**config.mk**
```make
export PLATFORM = sky130hd
export DESIGN_NAME = axil_reg_slave
export DESIGN_NICKNAME = d
export VERILOG_FILES = /design/src/rtl/axil_pkg.sv /design/src/rtl/axil_wr_join.sv /design/src/rtl/axil_reg_slave.sv
export SDC_FILE = /design/constraint.sdc
export NUM_CORES = 1
export LEC_CHECK = 0
export ABC_AREA = 0
export CORE_MARGIN = 2
export CORE_UTILIZATION = 51
export CTS_BUF_LIST = sky130_fd_sc_hd__clkbuf_4 sky130_fd_sc_hd__clkbuf_8
export CTS_CLUSTER_DIAMETER = 50
export DETAILED_ROUTE_END_ITERATION = 10
export PLACE_DENSITY = 0.83
export SKIP_CTS_REPAIR_TIMING = 1
export SYNTH_ARGS = -nofsm -noshare
export SYNTH_HDL_FRONTEND = slang
export SYNTH_SLANG_ARGS = --single-unit
```
**constraint.sdc**
```tcl
create_clock -name S_AXI_ACLK -period 3 [get_ports S_AXI_ACLK]
set_input_delay 0.6 -clock S_AXI_ACLK [delete_from_list [all_inputs] [get_ports S_AXI_ACLK]]
set_output_delay 0.6 -clock S_AXI_ACLK [all_outputs]
set_load 0.1 [all_outputs]
```
**src/rtl/axil_pkg.sv**
```systemverilog
// Shared constants and helpers for the AXI4-Lite register slave.
// The strobe merge helper is used only when AXIL_REG_SLAVE_WSTRB_EN is defined.
package axil_pkg;

  localparam logic [1:0] RESP_OKAY   = 2'b00;
  localparam logic [1:0] RESP_SLVERR = 2'b10;
  localparam int         ADDR_LSB    = 2;

  // Byte-wise merge: byte b comes from new_word when strb[b] is set, else from old_word.
  function automatic logic [31:0] strb_merge(input logic [31:0] old_word,
                                             input logic [31:0] new_word,
                                             input logic [3:0]  strb);
    logic [31:0] res;
    res = old_word;
    for (int b = 0; b < 4; b++) begin
      if (strb[b]) res[8*b +: 8] = new_word[8*b +: 8];
    end
    return res;
  endfunction

endpackage

```
**src/rtl/axil_wr_join.sv**
```systemverilog
// AW/W holding registers and join: captures each half independently and emits a
// single-cycle commit strobe with the joined address, data and strobe.
module axil_wr_join
  import axil_pkg::*;
#(
  parameter int ADDR_WIDTH = 32
) (
  input  logic                  clk_i,
  input  logic                  rst_n_i,
  input  logic [ADDR_WIDTH-1:0] awaddr_i,
  input  logic                  awvalid_i,
  output logic                  awready_o,
  input  logic [31:0]           wdata_i,
  input  logic [3:0]            wstrb_i,
  input  logic                  wvalid_i,
  output logic                  wready_o,
  input  logic                  resp_busy_i,
  output logic                  commit_o,
  output logic [ADDR_WIDTH-1:0] addr_o,
  output logic [31:0]           data_o,
  output logic [3:0]            strb_o
);

  logic                  aw_held_q, aw_held_d;
  logic                  w_held_q, w_held_d;
  logic [ADDR_WIDTH-1:0] aw_addr_q, aw_addr_d;
  logic [31:0]           w_data_q, w_data_d;
  logic [3:0]            w_strb_q, w_strb_d;
  logic                  aw_hs, w_hs, aw_avail, w_avail;

  assign awready_o = !aw_held_q && !resp_busy_i;
  assign wready_o  = !w_held_q && !resp_busy_i;
  assign aw_hs     = awvalid_i && awready_o;
  assign w_hs      = wvalid_i && wready_o;
  assign aw_avail  = aw_held_q || aw_hs;
  assign w_avail   = w_held_q || w_hs;
  assign commit_o  = aw_avail && w_avail;

  // A half arriving on the commit edge bypasses its holding register.
  assign addr_o = aw_held_q ? aw_addr_q : awaddr_i;
  assign data_o = w_held_q ? w_data_q : wdata_i;
  assign strb_o = w_held_q ? w_strb_q : wstrb_i;

  always_comb begin
    aw_addr_d = aw_addr_q;
    w_data_d  = w_data_q;
    w_strb_d  = w_strb_q;
    aw_held_d = commit_o ? 1'b0 : aw_avail;
    w_held_d  = commit_o ? 1'b0 : w_avail;
    if (aw_hs) aw_addr_d = awaddr_i;
    if (w_hs) begin
      w_data_d = wdata_i;
      w_strb_d = wstrb_i;
    end
  end

  always_ff @(posedge clk_i or negedge rst_n_i) begin
    if (!rst_n_i) begin
      aw_held_q <= 1'b0;
      w_held_q  <= 1'b0;
      aw_addr_q <= '0;
      w_data_q  <= '0;
      w_strb_q  <= '0;
    end else begin
      aw_held_q <= aw_held_d;
      w_held_q  <= w_held_d;
      aw_addr_q <= aw_addr_d;
      w_data_q  <= w_data_d;
      w_strb_q  <= w_strb_d;
    end
  end

endmodule

```
**src/rtl/axil_reg_slave.sv**
```systemverilog
// AXI4-Lite slave register file with a read-only status word at offset NUM_REGS.
// Optional byte-strobe support is enabled by defining AXIL_REG_SLAVE_WSTRB_EN.
module axil_reg_slave
  import axil_pkg::*;
#(
  parameter int NUM_REGS   = 8,
  parameter int ADDR_WIDTH = 32
) (
  input  logic                     S_AXI_ACLK,
  input  logic                     S_AXI_ARESETN,
  input  logic [ADDR_WIDTH-1:0]    S_AXI_AWADDR,
  input  logic                     S_AXI_AWVALID,
  output logic                     S_AXI_AWREADY,
  input  logic [31:0]              S_AXI_WDATA,
  input  logic [3:0]               S_AXI_WSTRB,
  input  logic                     S_AXI_WVALID,
  output logic                     S_AXI_WREADY,
  output logic [1:0]               S_AXI_BRESP,
  output logic                     S_AXI_BVALID,
  input  logic                     S_AXI_BREADY,
  input  logic [ADDR_WIDTH-1:0]    S_AXI_ARADDR,
  input  logic                     S_AXI_ARVALID,
  output logic                     S_AXI_ARREADY,
  output logic [31:0]              S_AXI_RDATA,
  output logic [1:0]               S_AXI_RRESP,
  output logic                     S_AXI_RVALID,
  input  logic                     S_AXI_RREADY,
  output logic [32*NUM_REGS-1:0]   regs_o,
  output logic [NUM_REGS-1:0]      wr_pulse_o,
  input  logic [31:0]              status_i
);

  localparam int              WA_W   = ADDR_WIDTH - ADDR_LSB;
  localparam logic [WA_W-1:0] NUM_WA = WA_W'(NUM_REGS);

  logic [31:0]           regs_q [NUM_REGS];
  logic [31:0]           regs_d [NUM_REGS];
  logic [NUM_REGS-1:0]   pulse_q, pulse_d;
  logic                  bvalid_q, bvalid_d;
  logic [1:0]            bresp_q, bresp_d;
  logic                  rvalid_q, rvalid_d;
  logic [1:0]            rresp_q, rresp_d;
  logic [31:0]           rdata_q, rdata_d;

  logic                  wr_commit;
  logic [ADDR_WIDTH-1:0] wr_addr;
  logic [31:0]           wr_data;
  logic [3:0]            wr_strb;
  logic [WA_W-1:0]       wr_word, rd_word;
  logic                  ar_hs;

  axil_wr_join #(.ADDR_WIDTH(ADDR_WIDTH)) u_wr_join (
    .clk_i       (S_AXI_ACLK),
    .rst_n_i     (S_AXI_ARESETN),
    .awaddr_i    (S_AXI_AWADDR),
    .awvalid_i   (S_AXI_AWVALID),
    .awready_o   (S_AXI_AWREADY),
    .wdata_i     (S_AXI_WDATA),
    .wstrb_i     (S_AXI_WSTRB),
    .wvalid_i    (S_AXI_WVALID),
    .wready_o    (S_AXI_WREADY),
    .resp_busy_i (bvalid_q),
    .commit_o    (wr_commit),
    .addr_o      (wr_addr),
    .data_o      (wr_data),
    .strb_o      (wr_strb)
  );

  // Decode the whole word address so high offsets never alias onto a register.
  assign wr_word = wr_addr[ADDR_WIDTH-1:ADDR_LSB];
  assign rd_word = S_AXI_ARADDR[ADDR_WIDTH-1:ADDR_LSB];
  assign ar_hs   = S_AXI_ARVALID && !rvalid_q;

`ifdef AXIL_REG_SLAVE_WSTRB_EN
  logic unused_addr_bits;
  assign unused_addr_bits = &{1'b0, wr_addr[ADDR_LSB-1:0], S_AXI_ARADDR[ADDR_LSB-1:0]};
`else
  logic unused_addr_bits;
  assign unused_addr_bits = &{1'b0, wr_addr[ADDR_LSB-1:0], S_AXI_ARADDR[ADDR_LSB-1:0], wr_strb};
`endif

  always_comb begin
    pulse_d = '0;
    for (int i = 0; i < NUM_REGS; i++) begin
      regs_d[i] = regs_q[i];
      if (wr_commit && wr_word == WA_W'(i)) begin
`ifdef AXIL_REG_SLAVE_WSTRB_EN
        regs_d[i] = strb_merge(regs_q[i], wr_data, wr_strb);
`else
        regs_d[i] = wr_data;
`endif
        pulse_d[i] = 1'b1;
      end
    end
  end

  always_comb begin
    bvalid_d = bvalid_q;
    bresp_d  = bresp_q;
    if (bvalid_q && S_AXI_BREADY) bvalid_d = 1'b0;
    if (wr_commit) begin
      bvalid_d = 1'b1;
      bresp_d  = (wr_word < NUM_WA) ? RESP_OKAY : RESP_SLVERR;
    end
  end

  always_comb begin
    rvalid_d = rvalid_q;
    rdata_d  = rdata_q;
    rresp_d  = rresp_q;
    if (rvalid_q && S_AXI_RREADY) rvalid_d = 1'b0;
    if (ar_hs) begin
      rvalid_d = 1'b1;
      rdata_d  = '0;
      rresp_d  = RESP_SLVERR;
      if (rd_word < NUM_WA) begin
        rresp_d = RESP_OKAY;
        for (int i = 0; i < NUM_REGS; i++) begin
          if (rd_word == WA_W'(i)) rdata_d = regs_q[i];
        end
      end else if (rd_word == NUM_WA) begin
        rresp_d = RESP_OKAY;
        rdata_d = status_i;
      end
    end
  end

  always_ff @(posedge S_AXI_ACLK or negedge S_AXI_ARESETN) begin
    if (!S_AXI_ARESETN) begin
      for (int i = 0; i < NUM_REGS; i++) regs_q[i] <= '0;
      pulse_q  <= '0;
      bvalid_q <= 1'b0;
      bresp_q  <= RESP_OKAY;
      rvalid_q <= 1'b0;
      rdata_q  <= '0;
      rresp_q  <= RESP_OKAY;
    end else begin
      for (int i = 0; i < NUM_REGS; i++) regs_q[i] <= regs_d[i];
      pulse_q  <= pulse_d;
      bvalid_q <= bvalid_d;
      bresp_q  <= bresp_d;
      rvalid_q <= rvalid_d;
      rdata_q  <= rdata_d;
      rresp_q  <= rresp_d;
    end
  end

  generate
    for (genvar gi = 0; gi < NUM_REGS; gi++) begin : g_regs_out
      assign regs_o[32*gi +: 32] = regs_q[gi];
    end
  endgenerate

  assign wr_pulse_o    = pulse_q;
  assign S_AXI_BVALID  = bvalid_q;
  assign S_AXI_BRESP   = bresp_q;
  assign S_AXI_ARREADY = !rvalid_q;
  assign S_AXI_RVALID  = rvalid_q;
  assign S_AXI_RDATA   = rdata_q;
  assign S_AXI_RRESP   = rresp_q;

endmodule

```
==> flow_summary.toml <==
[critical_path]
r2r_cells = 7
path_delay_family = "simple AND/OR/NAND/NOR gates"
r2r-end = "regs_o[132]$_DFFE_PN0P_"
crit_start = "S_AXI_ARADDR[13]"
path_max_fanout = 5
cp-start-kind = "primary input"
worstReg2RegStart = "u_wr_join.aw_addr_q[25]$_DFFE_PN0P_"
cpPeakStageDelay_ps = 510
path_cells = "clkdlybuf4s50_1 > nor4_2 > nand4b_1 > buf_4 > or2_2 > or4_1 > o31ai_1"
cp_slowest_cell = "nor4_2"
arrival_ps = 3050
critPathCaptureType = "flop"
path_buf_inv = 2
critical_path_class = "in -> reg"
critPathRequiredTime_ps = 3500
ff2ff_setup_slack_ps = 590

[drt]
vias = 14004
wirelength_um = 58600
route.detailed.drc = 0
routedWlPerCell_um = 25.0
ant_nets = 0
vias_per_cell = 5.97
drt_first_pass_iters = 5
drt_iter0_markers = 855
wirelength_met1_um = 22000
met2_length_um = 28200
top_layer = "met4"
dr_wl_met3_um = 5220

[status]
status = "finished, violations left"
violations = "hold timing"

[synthesis]
netlist_top_cells_count = "dfrtp_1, mux2_2, nor3_1"
synth_area_um2 = 17200
ys_ff_latch = 364
synth-seq-area-share_pct = 53.0
yosysTopAreaCell = "dfrtp_1"
synth_cell_types = 51
synth_edf_count = 0
yosysMostFrequentCell = "dfrtp_1"
yosysWarnings = 0
syn_avg_cell_area_um2 = 12.6
synthTopCellsByArea = "dfrtp_1, mux2_2, nor3_1"
async_flop_share_pct = 100
syn-instance-count = 1365
synth_top_area_share_pct = 53.0
ys.flop_type = "dfrtp_1"

[power_and_ir_drop]
power_frac_clock_pct = 34.8
p_total_uw = 13800
p_per_area_nw_per_um2 = 592
peakVddDrop_mv = 0.520
p_leak_uw = 0.0112
p_sw_share_pct = 31.8
p_seq_share_pct = 41.7
combPwrFrac_pct = 23.5
switchingPower_uw = 4380
p_int_uw = 9390

[floorplanning]
die_w_um = 188
start_util_pct = 51.6
die_area_um2 = 35200
die_h_um = 188
rows = 67
core_area_um2 = 33400
num_io_pins = 444

[timing]
max_slew_margin_pct = 51.5
drv_slew = 0
finalClockSkew_ps = 38.2
worst_pin_slew_ps = 728
hold_viol = 11
period_minus_slack_ps = 2550
fmax_mhz = 391
worst_hold_slack_ps = -30.1
fin_crit_sh_pct = 85.1
setup-violations-final = 0
rsz0062_at_grt = "false"

[cts]
cts_buffer_depth = 3
cts_tree = "done"
cts.clk_slew.worst_paths_ps = 60
clk_latency_ps = 610
cts_root_buffer = "clkbuf_8"
cts_inserted_buffers = 60
cts_max_level = 2
cts_num_sinks = 364

[worst_hold_path]
hold_class = "in -> async"

[layout]
multi_input_area_um2 = 7390
instances_no_fill = 2344
area_growth_pct = 35.1
fin_nets = 1983
drive_gt1_share_pct = 46.7
regArea_um2 = 9110
fillers = 2402

[global_route]
grt_pass1_wl_um = 88100
grt_max_degree = 68
antenna_found_initial = 2
grt_remaining_overflow = 0
grt_pass1_vias = 14553
track_usage_pct = 32.9

[placed_design]
place_hpwl_um = 40400
port_buffers = 433
routabilityCongestion = 0.856
placedCellCount = 2230

[job]
max-cap-violations = 0
==> per-layer routing <==
metal / up-vias / GRT usage (%)
met4: 0 / 17.1
met5: - / 0
met2: 770 / 54.1
met1: 7076 / 40.4
met3: 186 / 8.07
li1: 5972 / -
==> logic make-up (layout without fill, tap and decap cells) <==
kind of cell / Yosys count / after routing / share of synthesized area (%)
mux: 387 / 387 / 27.1
flops: 364 / 364 / 53.0
simple gates: 276 / 276 / 9.17
buf+inv: 187 / 714 / 4.52
compound gates: 150 / 150 / 6.20
other cells: 1 / 5 / 0.0218
==> worst max path at each step <==
| stage | endpoint | cells past startpoint |
|---|---|---|
| after floorplan | S_AXI_AWREADY | 1 |
| after global placement | S_AXI_RDATA[7]$_DFFE_PN0P_ | 7 |
| after detailed placement | S_AXI_RDATA[10]$_DFFE_PN0P_ | 7 |
| after CTS | S_AXI_RDATA[10]$_DFFE_PN0P_ | 7 |
| after global routing | S_AXI_RDATA[10]$_DFFE_PN0P_ | 7 |
| final | S_AXI_RDATA[7]$_DFFE_PN0P_ | 7 |
==> worst reg2reg max path, cell delays in order (launching register included) <==
cell	delay [ps]
dfrtp_1	380
nor4_1	340
nand4_1	310
a211oi_4	290
buf_4	190
nand4_1	150
buf_4	250
mux2_1	360
==> area by class of cell <==
| type | instances | area share [%] |
|---|---|---|
| sequential | 364 | 39.2 |
| timing repair buffer | 513 | 19.3 |
| clock buffer | 98 | 5.13 |
| inverter | 90 | 1.45 |
| tap | 448 | 2.41 |
| multi-input combinational | 815 | 31.8 |
| antenna | 3 | 0.0323 |
| clock inverter | 13 | 0.651 |
==> sequential cells by signal (all words and copies together), names as in the netlist <==
name	count
regs_o	256
S_AXI_RDATA	32
u_wr_join.w_data_q	32
u_wr_join.aw_addr_q	30
wr_pulse_o	8
S_AXI_BRESP	1
S_AXI_BVALID	1
S_AXI_RRESP	1
S_AXI_RVALID	1
u_wr_join.aw_held_q	1
u_wr_join.w_held_q	1
==> through the flow <==
stage / worst slack [ps] / TNS [ps] / cell area, µm² / utilization [%]
2_1_floorplan: 175 / 0 / 17200 / -
3_3_place_gp: -105 / -272 / 21900 / 65.6
3_5_place_dp: -136 / -378 / 21900 / 65.6
4_1_cts: 474 / 0 / 23200 / 69.6
5_1_grt: 401 / 0 / 23200 / 69.7
6_report: 446 / 0 / 23200 / 69.7
==> power by group through the flow <==
stage | combinational (µW) | sequential (µW) | clock (µW)
6_report | 3230 | 5750 | 4790
5_1_grt | 3420 | 5800 | 5060
4_1_cts | 3240 | 5740 | 4870
3_5_place_dp | 3220 | 5820 | 0
3_3_place_gp | 3140 | 5770 | 0
2_1_floorplan | 1610 | 6330 | 0
==> layout by cell type, fill, tap and decap left out, types with 3 or more instances in the layout <==
cell,n
clkinvlp_4,3
clkbuf_8,73
nand4_1,9
dfrtp_1,363
buf_4,359
a21oi_1,56
mux2_1,47
or3_1,3
o21ai_0,3
buf_12,25
or2_2,28
inv_1,90
nor4b_1,3
a31oi_1,3
clkdlybuf4s50_1,127
a221oi_1,4
nor4_1,17
nor4_2,4
o31ai_1,36
or4_1,4
clkinv_2,6
mux2_2,308
diode_2,3
mux4_2,28
nand2_1,11
nand4_4,6
nor3_1,143
nor2_1,32
clkbuf_4,25
o211ai_1,3
bufinv_16,3
mux2i_1,4
a2111oi_0,27
Power figures use the tool's default switching activity.
